$ cat src/rtl/light_sequencer_pkg.sv
// Shared types and defaults for the four-lane light sequencer.
// Holds the FSM encoding, phase/wait defaults and small helper functions.
package light_sequencer_pkg;

  typedef enum logic [1:0] {
    ST_IDLE   = 2'd0,
    ST_GREEN  = 2'd1,
    ST_YELLOW = 2'd2,
    ST_ALLRED = 2'd3
  } state_e;

  localparam int NUM_LANES        = 4;
  localparam int WAIT_W           = 8;
  localparam int DEF_GREEN_TICKS  = 8;
  localparam int DEF_YELLOW_TICKS = 3;
  localparam int DEF_ALLRED_TICKS = 2;
  localparam int DEF_MAX_WAIT     = 20;

  function automatic int max3(input int a, input int b, input int c);
    int m;
    m = (a > b) ? a : b;
    return (m > c) ? m : c;
  endfunction

  // Isolates the least-significant set bit (two's-complement trick).
  function automatic logic [NUM_LANES-1:0] lowest_one(input logic [NUM_LANES-1:0] v);
    return v & (~v + {{(NUM_LANES-1){1'b0}}, 1'b1});
  endfunction

endpackage

$ cat src/rtl/light_sequencer_wait.sv
// Per-lane saturating wait counter with a starved flag.
// Counts cycles a lane is occupied but not green; clear wins over increment.
module lane_wait_counter
  import light_sequencer_pkg::*;
#(
  parameter int MAX_WAIT = DEF_MAX_WAIT
) (
  input  logic clk,
  input  logic rst,
  input  logic lane,
  input  logic green,
  output logic starved
);

  localparam logic [WAIT_W-1:0] SAT = '1;
  localparam logic [WAIT_W-1:0] ONE = WAIT_W'(1);
  localparam logic [WAIT_W-1:0] THR = WAIT_W'(MAX_WAIT);

  logic [WAIT_W-1:0] cnt_q, cnt_d;

  always_comb begin
    cnt_d = cnt_q;
    if (!lane || green)    cnt_d = '0;
    else if (cnt_q != SAT) cnt_d = cnt_q + ONE;
  end

  always_ff @(posedge clk) begin
    if (rst) cnt_q <= '0;
    else     cnt_q <= cnt_d;
  end

  assign starved = (cnt_q >= THR);

endmodule

$ cat src/rtl/light_sequencer.sv
// Four-lane traffic light sequencer: IDLE -> GREEN -> YELLOW -> ALLRED -> IDLE,
// with a starvation override that grants the lowest starved lane alone.
module light_sequencer
  import light_sequencer_pkg::*;
#(
  parameter int GREEN_TICKS  = DEF_GREEN_TICKS,
  parameter int YELLOW_TICKS = DEF_YELLOW_TICKS,
  parameter int ALLRED_TICKS = DEF_ALLRED_TICKS,
  parameter int MAX_WAIT     = DEF_MAX_WAIT
) (
  input  logic                 Clock,
  input  logic                 Reset,
  input  logic [NUM_LANES-1:0] Lanes,
  input  logic [NUM_LANES-1:0] Priority,
  output logic [NUM_LANES-1:0] Green,
  output logic [NUM_LANES-1:0] Yellow,
  output logic [NUM_LANES-1:0] Red,
  output logic [NUM_LANES-1:0] Served,
  output logic                 Busy
);

  localparam int MAX_TICKS = max3(GREEN_TICKS, YELLOW_TICKS, ALLRED_TICKS);
  localparam int CNT_W     = $clog2(MAX_TICKS + 1);

  localparam logic [CNT_W-1:0] G_LOAD  = CNT_W'(GREEN_TICKS - 1);
  localparam logic [CNT_W-1:0] Y_LOAD  = CNT_W'(YELLOW_TICKS - 1);
  localparam logic [CNT_W-1:0] A_LOAD  = CNT_W'(ALLRED_TICKS - 1);
  localparam logic [CNT_W-1:0] CNT_ONE = CNT_W'(1);

  state_e               state_q, state_d;
  logic [NUM_LANES-1:0] active_q, active_d;
  logic [CNT_W-1:0]     cnt_q, cnt_d;
  logic [NUM_LANES-1:0] green_q, green_d;
  logic [NUM_LANES-1:0] yellow_q, yellow_d;
  logic [NUM_LANES-1:0] red_q, red_d;
  logic [NUM_LANES-1:0] served_q, served_d;
  logic                 busy_q, busy_d;

  logic [NUM_LANES-1:0] starved;
  logic [NUM_LANES-1:0] sel_grant;

  // Wait counters watch the registered lamp, i.e. what drivers actually see.
  for (genvar i = 0; i < NUM_LANES; i++) begin : g_lane
    lane_wait_counter #(.MAX_WAIT(MAX_WAIT)) u_wait (
      .clk     (Clock),
      .rst     (Reset),
      .lane    (Lanes[i]),
      .green   (green_q[i]),
      .starved (starved[i])
    );
  end

  assign sel_grant = (starved != '0) ? lowest_one(starved) : Priority;

  always_comb begin
    state_d  = state_q;
    active_d = active_q;
    cnt_d    = cnt_q;
    served_d = '0;

    unique case (state_q)
      ST_IDLE: begin
        if (sel_grant != '0) begin
          state_d  = ST_GREEN;
          active_d = sel_grant;
          cnt_d    = G_LOAD;
        end
      end
      ST_GREEN: begin
        if (cnt_q == '0) begin
          state_d  = ST_YELLOW;
          cnt_d    = Y_LOAD;
          served_d = active_q;
        end else begin
          cnt_d = cnt_q - CNT_ONE;
        end
      end
      ST_YELLOW: begin
        if (cnt_q == '0) begin
          state_d = ST_ALLRED;
          cnt_d   = A_LOAD;
        end else begin
          cnt_d = cnt_q - CNT_ONE;
        end
      end
      ST_ALLRED: begin
        if (cnt_q == '0) begin
          state_d  = ST_IDLE;
          cnt_d    = '0;
          active_d = '0;
        end else begin
          cnt_d = cnt_q - CNT_ONE;
        end
      end
      default: begin
        state_d  = ST_IDLE;
        cnt_d    = '0;
        active_d = '0;
      end
    endcase

    // Lamps derive from the next state so they are registered with it.
    green_d  = (state_d == ST_GREEN)  ? active_d : '0;
    yellow_d = (state_d == ST_YELLOW) ? active_d : '0;
    red_d    = ~(green_d | yellow_d);
    busy_d   = (state_d != ST_IDLE);
  end

  always_ff @(posedge Clock) begin
    if (Reset) begin
      state_q  <= ST_IDLE;
      active_q <= '0;
      cnt_q    <= '0;
      green_q  <= '0;
      yellow_q <= '0;
      red_q    <= '1;
      served_q <= '0;
      busy_q   <= 1'b0;
    end else begin
      state_q  <= state_d;
      active_q <= active_d;
      cnt_q    <= cnt_d;
      green_q  <= green_d;
      yellow_q <= yellow_d;
      red_q    <= red_d;
      served_q <= served_d;
      busy_q   <= busy_d;
    end
  end

  assign Green  = green_q;
  assign Yellow = yellow_q;
  assign Red    = red_q;
  assign Served = served_q;
  assign Busy   = busy_q;

endmodule

$ cat config.mk
export PLATFORM = sky130hd
export DESIGN_NAME = light_sequencer
export DESIGN_NICKNAME = d
export VERILOG_FILES = /design/src/rtl/light_sequencer_pkg.sv /design/src/rtl/light_sequencer_wait.sv /design/src/rtl/light_sequencer.sv
export SDC_FILE = /design/constraint.sdc
export NUM_CORES = 1
export LEC_CHECK = 0
export BUFFER_PORTS_ARGS = -buffer_cell sky130_fd_sc_hd__buf_4
export CAP_MARGIN = 0
export CORE_ASPECT_RATIO = 0.8
export CORE_UTILIZATION = 40
export DETAILED_ROUTE_END_ITERATION = 16
export HOLD_SLACK_MARGIN = 0.02
export PLACE_DENSITY_LB_ADDON = 0.12
export SETUP_SLACK_MARGIN = 0.5
export SYNTH_ARGS = -nofsm -noshare
export SYNTH_HDL_FRONTEND = slang
export SYNTH_SLANG_ARGS = --single-unit
export TNS_END_PERCENT = 30
$ cat constraint.sdc
create_clock -name Clock -period 2.4 [get_ports Clock]
set_input_delay 0.36 -clock Clock [delete_from_list [all_inputs] [get_ports Clock]]
set_output_delay 0.36 -clock Clock [all_outputs]
set_load 0.05 [all_outputs]
==> metrics.txt <==
ys async rst share 0%; Worst R2R Path Depth 9; RSZ-0062 raised after global routing yes; drt drc 0; Setup Skew 14.30 ps; Tightest Pin Transition 501.9 ps; vias per cell 5.267; drt first pass iters 4; Post-DP HPWL 4.353 mm; Startpoint Class register; worst-path fanout max 4; worst rel slew slack 66.25%; CTS Buf Count 9; max-cap check violation count 0; area share of the largest cell type after synthesis 40.60%; total die area 0.007620 sq mm; area post-placement 0.003187 sq mm; GPL Wtd Cong 0.7994; clock slew at reported path FFs 80 ps; Clock Latency Late Sink 350 ps; Synth Instances 332; critical path's slowest cell or4_4; endpoints failing setup 0; CORE AREA 0.006959 sq mm; Comb power frac 17.9%; NetSw 0.7302 mW; top_reg_cell synth dfxtp_1; total number of vias 2428; most frequent cells in the layout 57 x dfxtp_1, 55 x nor2_1, 36 x buf_4; H-Tree Depth 3; top cells by area, synth dfxtp_1 41%, nor2_1 7.2%, ha_1 6.0%; largest area contributor in the netlist dfxtp_1; CP arrival 2140 ps; HP Class primary input to register; Root Driver clkbuf_8; Ports 27; die height 78.28 um; synthesized area 0.002909 sq mm; Starting Density 41.80%; part of the power in registers 44.0%; most common cell after layout, fill and taps aside dfxtp_1; Worst Setup SP state_q[1]$_SDFF_PP0_; post-DR wirelength/cell 13.53 um; total wire length 6.239 mm; worst endpoint required time 2630 ps; sum of buffers and inverters on the critical path 3; vias in the first global route 2256; Worst Hold Slack 288.7 ps; Finished Layout Cells 461; first-pass GRT wire length 10.45 mm; crit path capture Red[2]$_SDFF_PP1_; largest net degree at the start of global routing 21; grt total ovfl 0; initial antenna violation count 0; Crit. End Element register; Layout Nets 393; Switching Share 30.21%; worst stage delay on the critical path 420 ps; LEAKAGE 1.387 nW; Max Fclk 523.8 MHz; design area 0.003528 sq mm; Synth Register Bits 59; Net Count, Synth 356; Final TNS setup 0 ps; CTS tree yes; status completed; Int Pwr 1.687 mW; Final Power 2.417 mW; Final Critical Period 1909 ps; DRT iter0 DRCs 66; sequential-to-total area share from yosys stat 40.60%; yosys warns 0; remaining antenna violation count 0; clock group share of total power 38.0%; r2r setup slk 490 ps; Post-Route Utilization 50.70%; Inst Count DP 437; crit-path leading delay family simple AND/OR/NAND/NOR gates; final worst slack 490.9 ps; Reg-to-Reg Start state_q[1]$_SDFF_PP0_; reg2reg end Red[2]$_SDFF_PP1_; crit path cell chain inv_4, ha_4, nor4b_4, buf_4, nand3_2, or4_4, a31o_4, inv_2, o21ai_2; Peak supply drop 0.0003424 V; crit path kind register to register; WP depth 9; row count 27; Sink Count 59; final worst path period share 79.54%; Die W 97.35 um; share of cells above drive strength 1 24.60%; GRT Overall Usage 17.15%; pwr/cell area 684.9 mW/mm^2; ant diodes 0; Final Hold Viols 0; # port buffers 26; Setup WS pre-CTS 332.9 ps; Area Growth Syn to Fin 21.29%; number of synthesized flops with an enable pin 0; Pins Over Slew Limit 0; Distinct cells, synth 64; Clock Path Buffers 2; syn avg cell area 8.762 sq um
routing by layer:
metal	part of all wire (%)	track usage, %
met1	51	22.67
met2	43	26.20
met3	3.8	5.165
met4	1.9	6.912
met5	0	0
cell families after synthesis:
group | after synthesis | synth area share, %
DFF | 59 | 40.60
AOI/OAI and AO/OA | 60 | 14.97
and+or+nand+nor | 155 | 28.52
muxes | 5 | 1.720
adders and majority gates | 14 | 6.022
buffers and inverters | 26 | 4.258
xor gates and xnor gates | 13 | 3.914
area by class of cell:
cell class                 instances  area, sq um
timing repair buffer              36        270.3
sequential                        59         1189
inverter                          16        67.56
clock inverter                     7        76.32
clock buffer                       9        123.9
tap                               87        108.9
fill                             667         3431
multi-input combinational        247         1693
power groups by stage:
stage	logic [mW]	clock network, mW	registers (mW)
after floorplan	0.251	0	1.11
after global placement	0.376	0	1.09
after detailed placement	0.377	0	1.09
after CTS	0.410	0.937	1.06
after global routing	0.473	0.982	1.07
final	0.433	0.920	1.06
state kept, by name (all words and copies together), names as in the netlist:
register	count
Served	4
Yellow	4
Red	4
state_q	2
g_lane.u_wait.cnt_q	32
cnt_q	4
Green	4
active_q	4
Busy	1
synth_stat cells, drive strengths merged, types with 2 or more instances:
| cell type | n |
|---|---|
| nor3b | 3 |
| inv | 16 |
| dfxtp | 59 |
| clkbuf | 6 |
| xnor2 | 9 |
| nor2b | 3 |
| nand2b | 2 |
| a21oi | 12 |
| o21ai | 12 |
| nor4 | 3 |
| a311oi | 3 |
| mux2i | 5 |
| nand3 | 16 |
| xor2 | 4 |
| ha | 14 |
| a221oi | 2 |
| and2 | 8 |
| buf | 4 |
| or2 | 2 |
| a21o | 3 |
| nor2 | 56 |
| nor3 | 14 |
| and3 | 8 |
| a211oi | 8 |
| o211a | 2 |
| or4 | 3 |
| nor4b | 2 |
| a31oi | 7 |
| nand2 | 21 |
| a31o | 2 |
| or2b | 2 |
| nand4 | 6 |
| or3 | 2 |
worst reg2reg max path: cells and delay by family, from the launching register on:
kind            cells  cell delay [ps]
flops               1              360
buf+inv             3              290
compound gates      2              300
fa+ha+maj           1              140
simple gates        3              710
timing repair:
item                                    CTS  global route
pin swaps                                 5             5
endpoints found under the setup margin   15            16
hold buffers                              0             0
setup buffers                             7             1
resized for setup                         6            14
gates cloned                              0             0
how the worst min path moves through the flow:
stage                                 startpoint                                     end  slack [ps]  cells after the start
final                                   Lanes[3]  g_lane[3].u_wait.cnt_q[2]$_SDFFE_PP0P_         290                      3
after global routing                    Lanes[3]  g_lane[3].u_wait.cnt_q[2]$_SDFFE_PP0P_         330                      3
after CTS                               Lanes[3]  g_lane[3].u_wait.cnt_q[2]$_SDFFE_PP0P_         280                      3
after detailed placement  active_q[1]$_SDFF_PP0_                    Served[1]$_SDFF_PP0_         460                      1
after global placement    active_q[3]$_SDFF_PP0_                    Served[3]$_SDFF_PP0_         460                      1
after floorplan           active_q[1]$_SDFF_PP0_                    Served[1]$_SDFF_PP0_         420                      1
No activity file was read; power rests on OpenSTA's default activity.
